### src/rtl/riscv_pkg.sv
// riscv_pkg: shared RV32I decode types, opcodes and the ID/EX register layout
package riscv_pkg;

    localparam int XLEN     = 32;
    localparam int NUM_REGS = 32;

    localparam logic [6:0] OP_LW  = 7'b0000011;
    localparam logic [6:0] OP_SW  = 7'b0100011;
    localparam logic [6:0] OP_R   = 7'b0110011;
    localparam logic [6:0] OP_I   = 7'b0010011;
    localparam logic [6:0] OP_BEQ = 7'b1100011;
    localparam logic [6:0] OP_JAL = 7'b1101111;

    typedef enum logic [2:0] {
        ALU_ADD = 3'b000,
        ALU_SUB = 3'b001,
        ALU_AND = 3'b010,
        ALU_OR  = 3'b011,
        ALU_SLT = 3'b101
    } alu_ctrl_e;

    typedef enum logic [1:0] {
        RES_ALU = 2'b00,
        RES_MEM = 2'b01,
        RES_PC4 = 2'b10
    } result_src_e;

    // IMM_NONE covers R-type and unsupported encodings, which carry no immediate
    typedef enum logic [2:0] {
        IMM_NONE,
        IMM_I,
        IMM_S,
        IMM_B,
        IMM_J
    } imm_src_e;

    typedef struct packed {
        logic              reg_write;
        logic              mem_write;
        logic              jump;
        logic              branch;
        logic              alu_src;
        result_src_e       result_src;
        alu_ctrl_e         alu_control;
        logic [XLEN-1:0]   rd1;
        logic [XLEN-1:0]   rd2;
        logic [XLEN-1:0]   imm_ext;
        logic [4:0]        rs1;
        logic [4:0]        rs2;
        logic [4:0]        rd;
        logic [XLEN-1:0]   pc;
        logic [XLEN-1:0]   pc_plus4;
    } idex_t;

endpackage

### src/rtl/reg_file.sv
// reg_file: 32x32 register file, two async reads with write-first bypass, one sync write, x0 reads zero
module reg_file
    import riscv_pkg::*;
(
    input  logic            clk,
    input  logic            srst,
    input  logic            we,
    input  logic [4:0]      wa,
    input  logic [XLEN-1:0] wd,
    input  logic [4:0]      ra1,
    input  logic [4:0]      ra2,
    output logic [XLEN-1:0] rd1,
    output logic [XLEN-1:0] rd2
);

    logic [NUM_REGS-1:0][XLEN-1:0] regs_q, regs_d;

    // Apply the write-back port; x0 is never written so it stays zero after reset
    always_comb begin
        regs_d = regs_q;
        if (we && wa != '0) regs_d[wa] = wd;
    end

    // Register array with synchronous clear
    always_ff @(posedge clk) regs_q <= srst ? '0 : regs_d;

    assign rd1 = ra1 == '0 ? '0 : (we && wa == ra1) ? wd : regs_q[ra1];
    assign rd2 = ra2 == '0 ? '0 : (we && wa == ra2) ? wd : regs_q[ra2];

endmodule

### src/rtl/decode_stage.sv
// decode_stage: RV32I ID stage (regfile, control decode, imm extend, ID/EX register); DECODE_ILLEGAL_DET_EN adds illegal_e
module decode_stage
    import riscv_pkg::*;
(
    input  logic        clk,
    input  logic        srst,
    input  logic        flush_e,
    input  logic [31:0] instr_d,
    input  logic [31:0] pc_d,
    input  logic [31:0] pc_plus4_d,
    input  logic        reg_write_w,
    input  logic [4:0]  rd_w,
    input  logic [31:0] result_w,
    output logic [4:0]  rs1_d,
    output logic [4:0]  rs2_d,
    output logic        reg_write_e,
    output logic        mem_write_e,
    output logic        jump_e,
    output logic        branch_e,
    output logic        alu_src_e,
    output logic [1:0]  result_src_e,
    output logic [2:0]  alu_control_e,
    output logic [31:0] rd1_e,
    output logic [31:0] rd2_e,
    output logic [31:0] imm_ext_e,
    output logic [4:0]  rs1_e,
    output logic [4:0]  rs2_e,
    output logic [4:0]  rd_e,
    output logic [31:0] pc_e,
    output logic [31:0] pc_plus4_e
`ifdef DECODE_ILLEGAL_DET_EN
    ,
    output logic        illegal_e
`endif
);

    logic [XLEN-1:0] rd1_d, rd2_d;
    logic            alu_ok;
    alu_ctrl_e       alu_op;
    imm_src_e        imm_src;
    idex_t           dec, idex_d, idex_q;

    assign rs1_d = instr_d[19:15];
    assign rs2_d = instr_d[24:20];

    reg_file u_reg_file (
        .clk  (clk),
        .srst (srst),
        .we   (reg_write_w),
        .wa   (rd_w),
        .wd   (result_w),
        .ra1  (rs1_d),
        .ra2  (rs2_d),
        .rd1  (rd1_d),
        .rd2  (rd2_d)
    );

    // ALU operation for R/I-type by funct3; instr_d[30] selects sub only for R-type add
    always_comb begin
        alu_ok = instr_d[14:12] inside {3'b000, 3'b010, 3'b110, 3'b111};
        alu_op = instr_d[14:12] == 3'b010 ? ALU_SLT :
                 instr_d[14:12] == 3'b110 ? ALU_OR  :
                 instr_d[14:12] == 3'b111 ? ALU_AND :
                 (instr_d[6:0] == OP_R && instr_d[30]) ? ALU_SUB : ALU_ADD;
    end

    // Main decode; unsupported opcode/funct3 leaves every control at zero
    always_comb begin
        dec     = '0;
        imm_src = IMM_NONE;
        case (instr_d[6:0])
            OP_LW: if (instr_d[14:12] == 3'b010) begin
                dec.reg_write  = 1'b1;
                dec.alu_src    = 1'b1;
                dec.result_src = RES_MEM;
                imm_src        = IMM_I;
            end
            OP_SW: if (instr_d[14:12] == 3'b010) begin
                dec.mem_write = 1'b1;
                dec.alu_src   = 1'b1;
                imm_src       = IMM_S;
            end
            OP_BEQ: if (instr_d[14:12] == 3'b000) begin
                dec.branch      = 1'b1;
                dec.alu_control = ALU_SUB;
                imm_src         = IMM_B;
            end
            OP_JAL: begin
                dec.reg_write  = 1'b1;
                dec.jump       = 1'b1;
                dec.result_src = RES_PC4;
                imm_src        = IMM_J;
            end
            OP_R: if (alu_ok) begin
                dec.reg_write   = 1'b1;
                dec.alu_control = alu_op;
            end
            OP_I: if (alu_ok) begin
                dec.reg_write   = 1'b1;
                dec.alu_src     = 1'b1;
                dec.alu_control = alu_op;
                imm_src         = IMM_I;
            end
            default: ;
        endcase
        dec.imm_ext  = imm_src == IMM_I ? {{20{instr_d[31]}}, instr_d[31:20]} :
                       imm_src == IMM_S ? {{20{instr_d[31]}}, instr_d[31:25], instr_d[11:7]} :
                       imm_src == IMM_B ? {{20{instr_d[31]}}, instr_d[7], instr_d[30:25], instr_d[11:8], 1'b0} :
                       imm_src == IMM_J ? {{12{instr_d[31]}}, instr_d[19:12], instr_d[20], instr_d[30:21], 1'b0} : '0;
        dec.rd1      = rd1_d;
        dec.rd2      = rd2_d;
        dec.rs1      = rs1_d;
        dec.rs2      = rs2_d;
        dec.rd       = instr_d[11:7];
        dec.pc       = pc_d;
        dec.pc_plus4 = pc_plus4_d;
        idex_d       = flush_e ? idex_t'('0) : dec;
    end

    // ID/EX register; reset dominates flush
    always_ff @(posedge clk) idex_q <= srst ? '0 : idex_d;

    assign reg_write_e   = idex_q.reg_write;
    assign mem_write_e   = idex_q.mem_write;
    assign jump_e        = idex_q.jump;
    assign branch_e      = idex_q.branch;
    assign alu_src_e     = idex_q.alu_src;
    assign result_src_e  = idex_q.result_src;
    assign alu_control_e = idex_q.alu_control;
    assign rd1_e         = idex_q.rd1;
    assign rd2_e         = idex_q.rd2;
    assign imm_ext_e     = idex_q.imm_ext;
    assign rs1_e         = idex_q.rs1;
    assign rs2_e         = idex_q.rs2;
    assign rd_e          = idex_q.rd;
    assign pc_e          = idex_q.pc;
    assign pc_plus4_e    = idex_q.pc_plus4;

`ifdef DECODE_ILLEGAL_DET_EN
    logic illegal_d, illegal_q;

    // Flag nonzero encodings outside the supported set; funct7 must be 0, or 0100000 for sub
    always_comb begin
        illegal_d = !flush_e && instr_d != '0 && !(
            (instr_d[6:0] == OP_LW  && instr_d[14:12] == 3'b010) ||
            (instr_d[6:0] == OP_SW  && instr_d[14:12] == 3'b010) ||
            (instr_d[6:0] == OP_BEQ && instr_d[14:12] == 3'b000) ||
            (instr_d[6:0] == OP_JAL) ||
            (instr_d[6:0] == OP_I   && alu_ok) ||
            (instr_d[6:0] == OP_R   && alu_ok && (instr_d[31:25] == 7'b0000000 ||
                                                  (instr_d[31:25] == 7'b0100000 && instr_d[14:12] == 3'b000))));
    end

    // Illegal flag travels with the instruction into EX
    always_ff @(posedge clk) illegal_q <= srst ? 1'b0 : illegal_d;

    assign illegal_e = illegal_q;
`endif

endmodule

### config.mk
export PLATFORM = sky130hd
export DESIGN_NAME = decode_stage
export DESIGN_NICKNAME = d
export VERILOG_FILES = /design/src/rtl/riscv_pkg.sv /design/src/rtl/reg_file.sv /design/src/rtl/decode_stage.sv
export SDC_FILE = /design/constraint.sdc
export NUM_CORES = 2
export LEC_CHECK = 0
export BUFFER_PORTS_ARGS = -buffer_cell sky130_fd_sc_hd__buf_2
export CAP_MARGIN = 20
export CORE_MARGIN = 2
export CORE_UTILIZATION = 55
export DETAILED_ROUTE_END_ITERATION = 8
export PLACE_DENSITY = 0.69
export RECOVER_POWER = 25
export SYNTH_ARGS = -nofsm -noshare
export SYNTH_HDL_FRONTEND = slang
export SYNTH_SLANG_ARGS = --single-unit
### constraint.sdc
create_clock -name clk -period 2.7 [get_ports clk]
set_input_delay 0.135 -clock clk [delete_from_list [all_inputs] [get_ports clk]]
set_output_delay 0.135 -clock clk [all_outputs]
set_load 0.005 [all_outputs]
==> run summary <==
Area post-placement - 60930 um^2
GP Congestion - 0.9896
Initial core utilization - 0.5533
Slew Viols, Final - 218
Fillers - 8505
Synth warn - 0
Sequential cell area fraction in the yosys report - 0.4200
Setup WS pre-CTS - -0.007035 ns
Clock network power share - 0.451
Netlist cell types - 51
Outcome - finished with violations
Post-Syn Area - 57100 um^2
Power Dens Cells - 596.4 nW/um^2
Leak Pwr - 23.44 nW
Synth Flop Type - dfxtp_1
Unrepaired setup endpoints after global routing - false
GRT overflow - 0
Internal cell power - 0.02927 W
Max Fclk - 395.9 MHz
Initial antenna violation count - 17
Worst-Skew Late Latency - 0.76 ns
Violation count after the first detailed-routing iteration - 9040
Worst hold start - result_w[15]
CTS Buf Count - 120
Peak supply drop - 0.0006047 V
CTS sink cnt - 1198
Worst setup margin - 0.1740 ns
Routed length per instance - 28.80 um
CP required - 3.27 ns
Htree depth - 3
Largest net degree at the start of global routing - 183
Setup violators final - 0
Max Root-Sink Buffers - 3
HPWL Detailed - 150200 um
Reg2reg setup slack - 0.58 ns
Switching power - 0.01016 W
Yosys top cell area share - 0.4200
Die Span X - 326.2 um
Syn_nets - 6711
Worst hold path type - in2reg
CTS tree - done
Die Height - 326.2 um
Violated checks - max-capacitance violations, max-slew violations
Combinational power share - 0.091
GRT Overall Usage - 0.4328
Crit. End Element - flip-flop
Vias - 54962
Worst-margin pin slew - 2.118 ns
Root buf cell - clkbuf_16
Final non-filler cell area - 66110 um^2
Share of cells above drive strength 1 - 0.1723
Crit path max fanout - 182
Layout Skew - 0.03758 ns
Ports - 332
Reg-to-reg critical path startpoint - u_reg_file.regs_q[126]$_SDFFE_PP0P_
Post-synth ARST share - 0
Final setup TNS - 0 ns
Yosys top cell by area - dfxtp_1
Slew HR - -0.4122
Row count - 118
Number of synthesized flops with an enable pin - 0
Switching share of total power - 0.2578
Port Buffer Count - 331
Share of power burned in registers - 0.458
Hold Crit Endpoint - u_reg_file.regs_q[111]$_SDFFE_PP0P_
First-pass DRT Iterations - 6
CP arrival - 3.10 ns
Syn Inst Count - 6574
DIE AREA - 106400 um^2
Startpoint types - primary input
DRC Markers - 0
Final core occ - 0.6406
Via density - 6.664
First-pass GRT wire length - 344800 um
Worst-path clk slew - 0.06 ns
Most frequent cells in the layout - nand2_1, dfxtp_1, a21oi_1
Hold Vio Cnt, Final - 0
Setup bufs post-CTS - 0
Routed Wire Length - 237600 um
Final non-filler cell total - 8248
Synth Register Bits - 1198
Number of routed nets with antenna violations - 0
Max cap viols - 3
Core area - 103200 um^2
Top post-synthesis cells by area - dfxtp_1, nand2_1, mux4_2
Ratio of final minimum period to clock period - 0.9355
Cells after DPL - 7892
Synthesis-to-layout area growth - 15.78%
Syn Area/Cell - 8.686 um^2
Min cycle time layout - 2.526 ns
Fin nets - 6897
Vias in the first global route - 52278
Hold Crit Depth - 3
R2r endpoint - rd2_e[30]$_SDFF_PP0_
Most common cell after layout, fill and taps aside - nand2_1
Setup CP Type - in2reg
Reg2reg path depth - 6
[Yosys cell counts, types with 9 or more instances]
master and instances:
nand2_1 2132, dfxtp_1 1198, a21oi_1 1059, clkbuf_1 510, mux2i_1 374, mux4_2 347, a22oi_1 138, buf_2 92
and2_1 89, nor2_1 71, buf_4 58, nand3_1 56, o22ai_1 54, nor2b_1 45, nand2b_1 41, a22o_1 32
o221ai_1 29, o211ai_1 24, a211oi_1 21, clkbuf_2 18, mux2_2 18, nor3_1 18, o21ai_0 17, a32o_1 12
a221oi_1 10, buf_1 9, buf_6 9
[worst max-delay path by stage]
stage	start	end	slack [ns]	depth (start not counted)
global placement	instr_d[22]	rd2_e[30]$_SDFF_PP0_	-0.005	8
finish	srst	u_reg_file.regs_q[233]$_SDFFE_PP0P_	0.17	5
CTS	instr_d[20]	rd2_e[30]$_SDFF_PP0_	0.17	9
floorplan	instr_d[16]	rd1_e[16]$_SDFF_PP0_	0.88	8
global route	srst	u_reg_file.regs_q[329]$_SDFFE_PP0P_	0.17	5
detailed placement	instr_d[22]	rd2_e[30]$_SDFF_PP0_	-0.007	8
[layout make-up]
| class | count | area, um^2 | area share |
|---|---|---|---|
| inverter | 4 | 15.01 | 0.0002271 |
| antenna | 7 | 17.52 | 0.0002649 |
| clock buffer | 171 | 3415 | 0.05165 |
| multi-input combinational | 4676 | 30400 | 0.4598 |
| sequential | 1198 | 23980 | 0.3627 |
| timing repair buffer | 760 | 5822 | 0.08806 |
| clock inverter | 52 | 739.5 | 0.01118 |
| tap | 1380 | 1727 | 0.02612 |
[kinds of logic (layout without fill, tap and decap cells)]
| family | after synthesis | count (layout) | share of synthesized area |
|---|---|---|---|
| compound gates | 1440 | 1440 | 0.1443 |
| flops | 1198 | 1198 | 0.4200 |
| buf+inv | 700 | 987 | 0.05342 |
| mux | 739 | 739 | 0.2060 |
| other cells | 0 | 7 | 0 |
| xor+xnor | 11 | 11 | 0.001687 |
| simple gates | 2486 | 2486 | 0.1746 |
[worst max-delay path: stages]
cell and delay (ns):
dlygate4sd3_1 0.56, buf_8 0.33, clkbuf_1 1.01, buf_12 0.54
a21oi_1 0.12
[layer usage]
layer	vias to the layer above	wire length (um)	global-route usage
met5	-	178	0
met4	28	17470	0.2841
met3	1008	35370	0.1407
met2	4601	99020	0.6202
met1	26233	85520	0.5599
li1	23092	-	-
[state kept, by name (all words and copies together), names as in the netlist]
signal,cells
branch_e,1
rs1_e,5
imm_ext_e,21
result_src_e,2
reg_write_e,1
rd_e,5
rs2_e,5
alu_src_e,1
pc_e,32
jump_e,1
rd1_e,32
rd2_e,32
alu_control_e,3
pc_plus4_e,32
u_reg_file.regs_q,1024
mem_write_e,1
[timing repair]
| action | in CTS | in global routing |
|---|---|---|
| resized for setup | 0 | 1 |
| hold buffers | 126 | 0 |
| hold endpoints to repair | 816 | 0 |
| setup endpoints to repair | 0 | 1 |
[power groups by stage]
| stage | logic (W) | clock network [W] | registers, W |
|---|---|---|---|
| global route | 0.00367 | 0.0185 | 0.0180 |
| finish | 0.00359 | 0.0178 | 0.0180 |
| global placement | 0.00329 | 0 | 0.0184 |
| CTS | 0.00346 | 0.0177 | 0.0180 |
| detailed placement | 0.00332 | 0 | 0.0184 |
| floorplan | 0.00196 | 0 | 0.0183 |
[through the flow]
stage / total power, W / hold WS, ns
6_report: 0.03943 / 0.03078
5_1_grt: 0.04018 / 0.03794
4_1_cts: 0.03923 / 0.008851
3_5_place_dp: 0.02174 / 0.3370
3_3_place_gp: 0.02171 / 0.3344
2_1_floorplan: 0.02031 / 0.2109
Power figures use the tool's default switching activity.
